==> src/rtl/priv_1_12_csr_rmw_unit.sv <==
// Zicsr read-modify-write initiator. Each CSR instruction runs as a fixed
// IDLE -> READ -> WRITE -> RESP sequence against the CSR file, with privilege,
// read-only and existence checks folded into the WRITE cycle.
module priv_1_12_csr_rmw_unit #(
  parameter int XLEN   = 32,
  parameter int ADDR_W = 12
) (
  input  logic              CLK,
  input  logic              nRST,
  input  logic              req_valid,
  output logic              req_ready,
  input  logic [2:0]        req_funct3,
  input  logic [ADDR_W-1:0] req_addr,
  input  logic [XLEN-1:0]   req_rs1_data,
  input  logic [4:0]        req_uimm,
  input  logic              req_rd_is_x0,
  input  logic [1:0]        cur_priv,
  input  logic              flush,
  output logic              csr_rd_en,
  output logic [ADDR_W-1:0] csr_addr,
  input  logic [XLEN-1:0]   csr_rd_data,
  input  logic              csr_rd_invalid,
  output logic              csr_wr_en,
  output logic [XLEN-1:0]   csr_wr_data,
  output logic              resp_valid,
  input  logic              resp_ready,
  output logic [XLEN-1:0]   resp_rdata,
  output logic              resp_illegal
);

  typedef enum logic [1:0] {IDLE, READ, WRITE, RESP} state_t;

  state_t            state, nstate;
  logic [2:0]        f3_q;
  logic [ADDR_W-1:0] addr_q;
  logic [XLEN-1:0]   opnd_q, old_q, rdata_q;
  logic [1:0]        priv_q;
  logic              uimm_nz_q, rdx0_q, inval_q, ill_q;

  logic accept, is_rw, no_read, do_write, illegal;

  assign accept   = req_valid & req_ready & ~flush;
  assign is_rw    = (f3_q[1:0] == 2'b01);
  // A write-only CSRRW(I) must not trigger read side effects.
  assign no_read  = is_rw & rdx0_q;
  // Set/clear forms only write when the rs1 field is nonzero, regardless of its value.
  assign do_write = is_rw | (uimm_nz_q & f3_q[1]);
  assign illegal  = (f3_q[1:0] == 2'b00)
                  | (addr_q[ADDR_W-3:ADDR_W-4] > priv_q)
                  | ((addr_q[ADDR_W-1:ADDR_W-2] == 2'b11) & do_write)
                  | inval_q;

  assign req_ready    = (state == IDLE);
  assign csr_rd_en    = (state == READ) & ~no_read;
  assign csr_wr_en    = (state == WRITE) & do_write & ~illegal;
  assign csr_addr     = addr_q;
  assign resp_valid   = (state == RESP);
  assign resp_rdata   = rdata_q;
  assign resp_illegal = ill_q;

  // Bitwise write data from the old value and the latched operand.
  always_comb begin
    csr_wr_data = '0;
    case (f3_q[1:0])
      2'b01:   csr_wr_data = opnd_q;
      2'b10:   csr_wr_data = old_q | opnd_q;
      2'b11:   csr_wr_data = old_q & ~opnd_q;
      default: csr_wr_data = '0;
    endcase
  end

  // Next-state: flush only cancels before the write is committed.
  always_comb begin
    nstate = state;
    case (state)
      IDLE:  if (accept) nstate = READ;
      READ:  nstate = flush ? IDLE : WRITE;
      WRITE: nstate = RESP;
      RESP:  if (resp_ready) nstate = IDLE;
      default: nstate = IDLE;
    endcase
  end

  // State register.
  always_ff @(posedge CLK or negedge nRST) begin
    if (!nRST) state <= IDLE;
    else       state <= nstate;
  end

  // Request capture, read sampling and response latching.
  always_ff @(posedge CLK or negedge nRST) begin
    if (!nRST) begin
      f3_q      <= '0;
      addr_q    <= '0;
      opnd_q    <= '0;
      priv_q    <= '0;
      uimm_nz_q <= 1'b0;
      rdx0_q    <= 1'b0;
      old_q     <= '0;
      inval_q   <= 1'b0;
      rdata_q   <= '0;
      ill_q     <= 1'b0;
    end else begin
      if (accept) begin
        f3_q      <= req_funct3;
        addr_q    <= req_addr;
        opnd_q    <= req_funct3[2] ? {{(XLEN-5){1'b0}}, req_uimm} : req_rs1_data;
        priv_q    <= cur_priv;
        uimm_nz_q <= |req_uimm;
        rdx0_q    <= req_rd_is_x0;
      end
      if (state == READ) begin
        // Existence is checked every READ cycle, even when the strobe is suppressed.
        old_q   <= no_read ? '0 : csr_rd_data;
        inval_q <= csr_rd_invalid;
      end
      if (state == WRITE) begin
        rdata_q <= illegal ? '0 : old_q;
        ill_q   <= illegal;
      end
    end
  end

endmodule
==> config.mk <==
export PLATFORM = sky130hd
export DESIGN_NAME = priv_1_12_csr_rmw_unit
export DESIGN_NICKNAME = d
export VERILOG_FILES = /design/src/rtl/priv_1_12_csr_rmw_unit.sv
export SDC_FILE = /design/constraint.sdc
export NUM_CORES = 1
export LEC_CHECK = 0
export ABC_AREA = 1
export BUFFER_PORTS_ARGS = -buffer_cell sky130_fd_sc_hd__buf_4
export CORE_MARGIN = 4
export CORE_UTILIZATION = 40
export CTS_CLUSTER_SIZE = 14
export DETAILED_ROUTE_END_ITERATION = 16
export PLACE_DENSITY = 0.62
export SYNTH_ARGS = -nofsm -noshare
export SYNTH_HDL_FRONTEND = slang
export SYNTH_SLANG_ARGS = --single-unit
==> constraint.sdc <==
create_clock -name CLK -period 1.6 [get_ports CLK]
set_input_delay 0.32 -clock CLK [delete_from_list [all_inputs] [get_ports CLK]]
set_output_delay 0.32 -clock CLK [all_outputs]
set_load 0.02 [all_outputs]
-- Word-level counts from Yosys, hierarchy flattened
Cells that the tools add are included.
- add/subtract/negate cells: 0
- $mul: 0
- divide/modulo/power cells: 0
- order comparisons: 1
- equality and inequality tests: 9
- shifts and indexed selects: 0
- mux-type cells: 8
- bitwise gates (word level): 18
- reduce and logical (&&, ||, !) cells: 4
- operator list (cell ; number):
    two-way mux 32 bit ; 3
    case mux 32 bit (3 select lines) ; 1
    bitwise AND 32 bit ; 1
    inverter 32 bit ; 1
    bitwise OR 32 bit ; 1
    == test 2 bit (second input constant) ; 5
    bitwise AND 1 bit ; 8
    case mux 2 bit (4 select lines) ; 1
    two-way mux 2 bit ; 3
    OR reduction 5 bit ; 1
    == test 2 x 1 -> 1 bit (second input constant) ; 2
    logical NOT 2 bit ; 2
    != test 2 x 1 -> 1 bit (second input constant) ; 2
    bitwise OR 1 bit ; 4
    inverter 1 bit ; 3
    > comparator 2 bit ; 1
    AND reduction 2 bit ; 1
- register bits: 118
- latch bits: 0
- RAM bits: 0
- bits in read-only memories: 0
- output and inout port bits: 81
- memories kept: 0

-- Depth between registers and ports, before layout
Gate-level depths: netlist of run 1.
- word-level depth: 7
- mapped depth: 9
- gate-level depth less buffers: 9

-- Worst setup path before layout of run 1
Ideal clock, no wire load.
- path type: reg-to-output
- from: reg addr_q[9] (netlist: csr_addr[9])
- to: out csr_wr_en
- arrival: 1.389 ns
- setup slack: -0.109 ns
- stages on the path, launching flop included: 7
- buffers on the path: 0
- cells stage by stage: dfrtp_1 -> ha_1 -> nand2_1 -> nand2_1 -> nand2_1 -> nand3_1 -> nor2_1
- cells in the longest elaborated chain, start to end: 6
- ends and longest elaborated chain (item ; line ; text):
    from (decl) ; 35 ; logic [ADDR_W-1:0] addr_q;
    from (signal assigned) ; 106 ; addr_q <= req_addr;
    > comparator 2 bit ; 49 ; | (addr_q[ADDR_W-3:ADDR_W-4] > priv_q)
    bitwise OR 1 bit ; 49 ;
    bitwise OR 1 bit ; 50 ; | ((addr_q[ADDR_W-1:ADDR_W-2] == 2'b11) & do_write)
    bitwise OR 1 bit ; 51 ; | inval_q;
    inverter 1 bit ; 55 ; assign csr_wr_en = (state == WRITE) & do_write & ~illegal;
    bitwise AND 1 bit ; 55 ;
    to (decl) ; 23 ; output logic csr_wr_en,
Every way passes these cells.

-- Worst setup path after layout of run 1
- from: reg f3_q[1]
- to: out csr_wr_data[24]
- cells in the longest elaborated chain, start to end: 2
- elaborated cells on any way between the ends: 4
- those cells by class: eq/ne: 3; mux: 1
- ends and longest elaborated chain (item ; line ; text):
    from (decl) ; 34 ; logic [2:0] f3_q;
    from (signal assigned) ; 105 ; f3_q <= req_funct3;
    == test 2 bit / == test 2 x 1 -> 1 bit (equally long branches) ; 64 ; case (f3_q[1:0])
    case mux 32 bit (3 select lines) (*) ; 64 ;
    to (decl) ; 24 ; output logic [XLEN-1:0] csr_wr_data,
Every way passes the cells marked *; elsewhere a longest branch is shown, timed or not.

==> results of run 1 <==
[worst max path at each step]
| stage | start | end | slack [ps] | depth (start not counted) |
|---|---|---|---|---|
| 3_3_place_gp | csr_addr[9]$_DFFE_PN0P_ | csr_wr_en | 70 | 7 |
| 4_1_cts | priv_q[1]$_DFFE_PN0P_ | csr_wr_en | -330 | 8 |
| 6_report | f3_q[1]$_DFFE_PN0P_ | csr_wr_data[24] | -330 | 5 |
| 5_1_grt | f3_q[1]$_DFFE_PN0P_ | csr_wr_data[5] | -390 | 5 |
| 2_1_floorplan | f3_q[1]$_DFFE_PN0P_ | csr_wr_data[12] | -40 | 4 |
| 3_5_place_dp | csr_addr[9]$_DFFE_PN0P_ | csr_wr_en | 30 | 7 |
[cell type report]
class                      instances  area [sq um]
inverter                          69           262
clock buffer                      24           522
tap                              176           220
clock inverter                     8          45.0
fill                            1162          4960
multi-input combinational        431          2320
timing repair buffer             210          1900
sequential                       118          2960
[state kept, by name, summed over array words and instances, names as in the netlist, named ones only]
signal and count:
priv_q 2, inval_q 1, opnd_q 32, old_q 32, state 1, resp_rdata 32
uimm_nz_q 1, csr_addr 12, f3_q 2, resp_illegal 1, rdx0_q 1
[cell usage after synthesis]
cell,instances,area [sq um]
clkbuf_1,19,71.3
nand2_1,200,751
inv_2,2,7.51
buf_2,15,75.1
buf_1,2,7.51
nor2_1,30,113
xnor2_2,1,16.3
nand3b_1,1,7.51
o21ai_0,56,280
o21ai_1,27,135
buf_6,3,33.8
buf_4,3,22.5
nor2_2,8,50.1
nor2_4,2,22.5
inv_1,67,251
nand3_1,52,260
nand2_2,1,6.26
nor3_1,1,5.00
dfrtp_1,118,2950
ha_1,2,25.0
nand4_1,32,200
a21oi_1,18,90.1
[critical path: stages, from the launching register on]
cell     delay [ps]
dfrtp_2         450
xnor2_4         170
buf_12          140
buf_12          160
a21oi_4         150
buf_6           130
[power by group]
part | internal [mW] | switching [mW] | leakage, nW
clock network | 2.25 | 1.30 | 0.284
logic | 4.45 | 6.29 | 2.37
registers | 4.30 | 0.943 | 1.52
total | 11.0 | 8.53 | 4.17
[through the flow]
stage          hold slack, ps  total power, mW
2_1_floorplan            24.4             9.80
3_3_place_gp              209             13.2
3_5_place_dp              207             13.3
4_1_cts                  89.4             17.7
5_1_grt                   104             20.8
6_report                 98.5             19.5
[per-layer routing]
metal | share of wire, % | wire length (um) | vias to the layer above
li1 | - | - | 2498
met1 | 39 | 6920 | 2531
met2 | 51 | 9020 | 195
met3 | 7.6 | 1340 | 33
met4 | 2.4 | 417 | 0
met5 | 0 | 0 | -
[repair_timing]
action / 4_1_cts / 5_1_grt
cloned: 1 / 4
buffers inserted: 4 / 4
hold buffers: 1 / 0
pin swaps: 6 / 5
resized for setup: 51 / 91
endpoints found under the hold margin: 14 / 0
setup endpoints to repair: 35 / 57
[kinds of logic after synthesis]
group / count (synthesis) / share of synthesized area, %
and+or+nand+nor: 327 / 26.3
DFF: 118 / 54.8
buffers and inverters: 111 / 8.71
AOI/OAI and AO/OA: 101 / 9.39
adders and majority gates: 2 / 0.465
xor gates and xnor gates: 1 / 0.302
==> results.json, run 1 <==
{
  "avgSynthCellArea_sq_um": 8.16,
  "r2r_start": "f3_q[1]$_DFFE_PN0P_",
  "first_iter_violations": 331,
  "top_usage_layer": "met2",
  "hold_path_depth": 2,
  "grt_overflow_total": 0,
  "seq_area_frac_synth_pct": 54.8,
  "row_count": 42,
  "htree_num_levels": 4,
  "path_max_fanout": 9,
  "cts_tree": "built",
  "met3_usage_pct": 6.86,
  "firstDrtPassIters": 5,
  "final_common_cell": "nand2_1",
  "slew_headroom_pct": 72.0,
  "layout-drive-gt1-share_pct": 36.2,
  "dp.cells": 990,
  "fmax_ghz": 0.517,
  "cts.clk_slew.worst_paths_ps": 50,
  "rsz0062_at_grt": "yes",
  "cp-start-kind": "register",
  "ant_nets": 0,
  "core_area_sq_um": 13200,
  "final_cell_mix": "nand2_1 (193), buf_4 (156), dfrtp_1 (115)",
  "drc": 0,
  "routed_via_density": 5.07,
  "die_area_sq_um": 15400,
  "reg2reg_depth": 10,
  "grt_use_total_pct": 22.8,
  "min_period_ps": 1930,
  "period_share_pct": 121,
  "worst_pin_slew_ps": 419,
  "ioPinCount": 174,
  "syn-instance-count": 660,
  "gp_congestion": 0.854,
  "cts_root_buffer": "clkbuf_16",
  "peakVddDrop_mv": 1.42,
  "areaGrowthSynthToFinish_pct": 52.9,
  "cts_sinks": 118,
  "fin_util_pct": 62.4,
  "violations": "setup timing",
  "antenna_cells": 0,
  "nets": 942,
  "initial_core_util_pct": 40.8,
  "dp_hpwl_mm": 11.8,
  "design_area_sq_um": 8230,
  "cts-buffers-inserted": 17,
  "setup_violations": 34,
  "path_class": "reg2out",
  "synth.cell_area_sq_um": 5380,
  "ys_seq_elements": 118,
  "final.setup_skew_ps": 7.65,
  "reg2reg_slack_ps": 20,
  "grt_pass1_wl_mm": 26.8,
  "finalNonFillerCells": 1036,
  "timing.final.ws_setup_ps": -334,
  "vias": 5257,
  "outcome": "finished with violations",
  "first_global_vias": 5350,
  "antenna_found_initial": 0,
  "hold_class": "in2reg",
  "dieWidth_um": 124,
  "finalSetupTns_ps": -10350,
  "io_buffers": 173,
  "clockBufferDepth": 2,
  "drv_cap": 0,
  "hold_path.startpoint": "flush",
  "cp_data_required_time_ps": 1280,
  "hold_viol_final": 0,
  "totalWireLength_mm": 17.7,
  "grtUsageMet1_pct": 27.9,
  "clk-insertion-delay-late_ps": 410,
  "fp.dieH_um": 124,
  "place_area_sq_um": 6960,
  "synth_warnings": 0,
  "r2r-end": "old_q[16]$_DFFE_PN0P_",
  "arrival_ps": 1610,
  "synth_nets": 755,
  "cp-end-kind": "primary output",
  "wl_per_cell_um": 17.1,
  "slew_violations": 0,
  "p_leak_nw": 4.17,
  "dp_slack_ps": 25.5,
  "power_density_nw_per_um2": 2370,
  "use_met2_pct": 38.6,
  "grt_max_degree": 66,
  "ys_types": 22
}
Note: power is estimated with default switching activity, not from simulation.
==> run 2: changes to the inputs <==
==> constraint.sdc (replaced) <==
create_clock -name CLK -period 2.28 [get_ports CLK]
set_input_delay 0.456 -clock CLK [delete_from_list [all_inputs] [get_ports CLK]]
set_output_delay 0.456 -clock CLK [all_outputs]
set_load 0.02 [all_outputs]
==> run 2 against run 1 <==
Effect of this change:
- the run now ends clean
- worst setup slack improved by 450 ps
- die area unchanged
- sequential power decreased by 31%
- core utilization decreased by 5.7 points
- clock power decreased by 21%
- sequential cell count unchanged
- largest cell class unchanged
- critical path depth increased by 2
- wire length decreased by 7.7%
- sequential share of layout area increased by 3.6 points
==> results.json, run 2 (same netlist as run 1, synthesis figures left out) <==
{
  "outcome": "finished clean",
  "layout-drive-gt1-share_pct": 27.8,
  "grt_use_total_pct": 22.3,
  "drv_cap": 0,
  "finalSetupTns_ps": 0,
  "cp-start-kind": "register",
  "power_density_nw_per_um2": 1600,
  "met3_usage_pct": 7.99,
  "cts_sinks": 118,
  "wl_per_cell_um": 16.1,
  "path_common_cell": "nand2_1",
  "top_usage_layer": "met2",
  "die_area_sq_um": 15400,
  "io_buffers": 173,
  "critPathTopFamily": "simple AND/OR/NAND/NOR gates",
  "worst_pin_slew_ps": 683,
  "clockBufferDepth": 2,
  "gp_congestion": 0.877,
  "areaGrowthSynthToFinish_pct": 38.9,
  "final_cell_mix": "nand2_1 (200), buf_4 (185), dfrtp_1 (118)",
  "dp_hpwl_mm": 11.7,
  "ant_nets": 0,
  "rsz0062_at_grt": "no",
  "seq_area_sq_um": 2950,
  "hold_class": "in2async",
  "crit_chain": "ha_1 -> nand2_1 -> nand2_1 -> nand2_1 -> nand3_2 -> nor2_4 -> buf_4",
  "cts.clk_slew.worst_paths_ps": 50,
  "place_area_sq_um": 6840,
  "cts_tree": "built",
  "grtUsageMet1_pct": 29.2,
  "initial_core_util_pct": 40.8,
  "grt_max_degree": 66,
  "multi_input_area_sq_um": 1970,
  "hold_viol_final": 0,
  "grt_pass1_wl_mm": 26.3,
  "cts-buffers-inserted": 17,
  "min_period_ps": 2160,
  "clk-insertion-delay-late_ps": 410,
  "antenna_found_initial": 0,
  "dieWidth_um": 124,
  "htree_num_levels": 4,
  "path_max_fanout": 2,
  "design_area_sq_um": 7480,
  "final.setup_skew_ps": 12.1,
  "use_met2_pct": 35.5,
  "slew_violations": 0,
  "cp_data_required_time_ps": 1820,
  "path_buf_inv": 1,
  "arrival_ps": 1710,
  "first_iter_violations": 364,
  "startpoint": "csr_addr[9]$_DFFE_PN0P_",
  "drc": 0,
  "firstDrtPassIters": 5,
  "period_share_pct": 94.9,
  "setup_violations": 0,
  "p_leak_nw": 3.93,
  "r2r_start": "f3_q[1]$_DFFE_PN0P_",
  "antenna_cells": 0,
  "fill_cells": 1270,
  "path_class": "reg2out",
  "nets": 920,
  "fmax_ghz": 0.462,
  "slowest_delay_ps": 380,
  "routed_via_density": 5.00,
  "slew_headroom_pct": 54.5,
  "ioPinCount": 174,
  "cp-end-kind": "primary output",
  "grt_overflow_total": 0,
  "fp.dieH_um": 124,
  "row_count": 42,
  "peakVddDrop_mv": 0.792,
  "core_area_sq_um": 13200,
  "vias": 5066,
  "final_common_cell": "nand2_1",
  "first_global_vias": 5227,
  "cts_root_buffer": "clkbuf_16",
  "totalWireLength_mm": 16.3,
  "slowest_stage": "dfrtp_1"
}
## run 2: cell count changes in the layout (fill, tap and decap cells not counted), sizes merged
cell	change
buf	-19
bufinv	+4
clkbuf	-3
clkinv	-2
clkinvlp	-1
dlygate4sd3	-1
## run 2: stage by stage
| step | util, % | std cells | setup slack [ps] | hold WS [ps] | total power [mW] |
|---|---|---|---|---|---|
| floorplan | - | 660 | 435 | 160 | 6.87 |
| global placement | 51.8 | 981 | 471 | 457 | 9.08 |
| detailed placement | 51.8 | 981 | 451 | 464 | 9.16 |
| CTS | 56.6 | 1013 | 0.477 | 33.3 | 12.0 |
| global route | 56.7 | 1014 | 9.22 | 55.7 | 12.8 |
| finish | 56.7 | 1014 | 116 | 29.9 | 12.0 |
## run 2: path summary, 6_finish.rpt
check / end / slack (ps) / cells past startpoint
max reg2reg: old_q[2]$_DFFE_PN0P_ / 650 / 8
max in group asynchronous: resp_rdata[24]$_DFFE_PN0P_ / 1580 / 2
max: csr_wr_en / 120 / 7
min in group CLK: csr_addr[7]$_DFFE_PN0P_ / 250 / 3
min reg2reg: csr_addr[5]$_DFFE_PN0P_ / 470 / 2
min: opnd_q[3]$_DFFE_PN0P_ / 30 / 1
## run 2: routing by layer
metal / part of all wire, % / wire length (um)
met5: 0 / 0
met1: 43 / 7040
met3: 8.3 / 1360
met2: 48 / 7800
met4: 0.81 / 133
## run 2: area by class of cell
cell class,instances,area share (%)
Multi-Input combinational cell,431,26.4
Clock buffer,23,6.39
Clock inverter,9,1.97
Sequential cell,118,39.5
Tap cell,176,2.94
Inverter,69,3.46
Timing Repair Buffer,188,19.4
## run 2: repair_timing
item / 4_1_cts / 5_1_grt
endpoints found under the setup margin: 0 / 2
hold buffers: 0 / 0
resized for setup: 0 / 4
setup buffers: 0 / 1
## run 2: where the power goes
| part | switching [mW] | internal (mW) | total, mW |
|---|---|---|---|
| combinational | 3.62 | 1.95 | 5.57 |
| sequential | 0.589 | 3.02 | 3.60 |
| clock | 0.909 | 1.91 | 2.82 |
==> run 3: changes to the inputs <==
--- a/config.mk
+++ b/config.mk
@@ -11,7 +11,7 @@
 export CORE_UTILIZATION = 40
 export CTS_CLUSTER_SIZE = 14
 export DETAILED_ROUTE_END_ITERATION = 16
-export PLACE_DENSITY = 0.62
+export PLACE_DENSITY_LB_ADDON = 0.25
 export SYNTH_ARGS = -nofsm -noshare
 export SYNTH_HDL_FRONTEND = slang
 export SYNTH_SLANG_ARGS = --single-unit
==> run 3 against run 2 <==
Effect of this change:
- wire length up 0.91%
- sequential power up 2%
- first-iteration DRC count up 8.2%
- largest cell class unchanged
- critical endpoint is now csr_wr_data[27]
- critical path type unchanged
- sequential share of layout area down 0.059 points
- critical path depth down 3
==> results.json, run 3 (same netlist as run 1, synthesis figures left out) <==
{
  "antenna_cells": 0,
  "first_iter_violations": 394,
  "die_area_sq_um": 15400,
  "rsz0062_at_grt": "no",
  "grt_max_degree": 66,
  "crit_chain": "buf_4 -> xnor2_4 -> o21ai_0 -> buf_4",
  "clk-insertion-delay-late_ps": 420,
  "slowest_delay_ps": 460,
  "drc": 0,
  "fp.dieH_um": 124,
  "setup_violations": 0,
  "cp-start-kind": "register",
  "grt_overflow_total": 0,
  "grt_use_total_pct": 22.2,
  "r2r_start": "f3_q[1]$_DFFE_PN0P_",
  "period_share_pct": 96.7,
  "wl_per_cell_um": 16.2,
  "gp_congestion": 0.942,
  "slowest_stage": "dfrtp_2",
  "startpoint": "f3_q[1]$_DFFE_PN0P_",
  "p_leak_nw": 3.93,
  "cts_sinks": 118,
  "slew_headroom_pct": 55.8,
  "fmax_ghz": 0.454,
  "areaGrowthSynthToFinish_pct": 39.3,
  "crit_path_end": "csr_wr_data[27]",
  "cp_data_required_time_ps": 1820,
  "critPathTopFamily": "flip-flops",
  "path_buf_inv": 2,
  "nets": 924,
  "cts_root_buffer": "clkbuf_16",
  "final_cell_mix": "nand2_1 (199), buf_4 (187), dfrtp_1 (116)",
  "slew_violations": 0,
  "r2r-end": "old_q[22]$_DFFE_PN0P_",
  "dieWidth_um": 124,
  "cp.depth": 4,
  "reg2reg_depth": 8,
  "routed_via_density": 5.08,
  "vias": 5172,
  "layout-drive-gt1-share_pct": 28.7,
  "cts_tree": "built",
  "cts.clk_slew.worst_paths_ps": 50,
  "switching_share_pct": 43.5,
  "final.setup_skew_ps": 7.86,
  "power_density_nw_per_um2": 1590,
  "finalSetupTns_ps": 0,
  "arrival_ps": 1750,
  "dp_slack_ps": 55.4,
  "min_period_ps": 2200,
  "reg2reg_slack_ps": 660,
  "peakVddDrop_mv": 0.822,
  "row_count": 42,
  "grt_pass1_wl_mm": 26.2,
  "dp_hpwl_mm": 11.7,
  "drv_cap": 0,
  "antenna_found_initial": 0,
  "htree_num_levels": 4,
  "hold_class": "in2reg",
  "path_class": "reg2out",
  "p_sw_mw": 5.19,
  "first_global_vias": 5278,
  "core_area_sq_um": 13200,
  "clockBufferDepth": 2,
  "ioPinCount": 174,
  "final_common_cell": "nand2_1",
  "seqPwrFrac_pct": 30.7,
  "path_max_fanout": 11,
  "initial_core_util_pct": 40.8,
  "worst_pin_slew_ps": 662,
  "hold_viol_final": 0,
  "outcome": "finished clean",
  "fill_cells": 1217,
  "io_buffers": 173,
  "cts-buffers-inserted": 17,
  "p_clk_share_pct": 21.5,
  "timing.final.ws_setup_ps": 76.0,
  "cp-end-kind": "primary output",
  "power.internal_mw": 6.74,
  "path_common_cell": "buf_4",
  "firstDrtPassIters": 5,
  "totalWireLength_mm": 16.5,
  "p_comb_share_pct": 47.8,
  "ant_nets": 0
}
## run 3: routing by layer
metal  part of all wire [%]  track usage (%)  vias up
li1                       -                -     2457
met1                     42             28.7     2454
met2                     47             35.6      227
met3                    7.7             5.63       34
met4                    2.9             9.51        0
met5                      0                0        -
## run 3: final cells by class
cell class / count / area (sq um) / area share [%]
sequential: 118 / 2960 / 39.4
clock buffer: 23 / 508 / 6.77
timing repair buffer: 191 / 1470 / 19.5
inverter: 69 / 262 / 3.49
tap: 176 / 220 / 2.94
multi-input combinational: 432 / 2020 / 26.9
clock inverter: 9 / 72.6 / 0.968
## run 3: what timing repair did
item,in CTS,in global routing
hold endpoints to repair,13,0
setup endpoints to repair,34,4
buffers inserted,2,2
hold buffers,1,0
gates resized for setup,7,7
pin swaps,1,2
gates cloned,1,0
## run 3: power by group through the flow
stage | Combinational [mW] | Sequential [mW] | Clock [mW]
2_1_floorplan | 3.05 | 3.82 | 0
3_3_place_gp | 5.39 | 3.62 | 0
3_5_place_dp | 5.46 | 3.64 | 0
4_1_cts | 5.65 | 3.67 | 2.60
5_1_grt | 6.25 | 3.75 | 2.71
6_report | 5.70 | 3.66 | 2.57
## run 3: metrics by stage
| stage | utilization [%] | hold WS [ps] | cell area (sq um) | cells | power [mW] |
|---|---|---|---|---|---|
| 6_report | 56.8 | 240 | 7500 | 1018 | 11.9 |
| 2_1_floorplan | - | 160 | 5380 | 660 | 6.87 |
| 3_3_place_gp | 51.6 | 323 | 6800 | 980 | 9.01 |
| 3_5_place_dp | 51.6 | 325 | 6800 | 980 | 9.10 |
| 5_1_grt | 56.8 | 232 | 7500 | 1018 | 12.7 |
| 4_1_cts | 56.6 | 231 | 7460 | 1016 | 11.9 |
## run 3: worst min-delay path by stage
| stage | start | endpoint | slack (ps) | cells after the start |
|---|---|---|---|---|
| floorplan | nRST | async pin | 160 | 0 |
| CTS | req_addr[7] | csr_addr[7]$_DFFE_PN0P_ | 230 | 3 |
| global placement | nRST | opnd_q[8]$_DFFE_PN0P_ | 320 | 1 |
| detailed placement | nRST | opnd_q[5]$_DFFE_PN0P_ | 320 | 1 |
| finish | req_addr[6] | csr_addr[6]$_DFFE_PN0P_ | 240 | 3 |
| global route | req_addr[3] | csr_addr[3]$_DFFE_PN0P_ | 230 | 3 |
## run 3: worst register-to-register path, cell delays in order, from the launching register on
cell and delay (ps):
dfrtp_2 440, buf_12 220, inv_1 80, nand3_1 70, nand2_1 90, inv_4 180
buf_4 280, nand2_1 90, o21ai_1 100
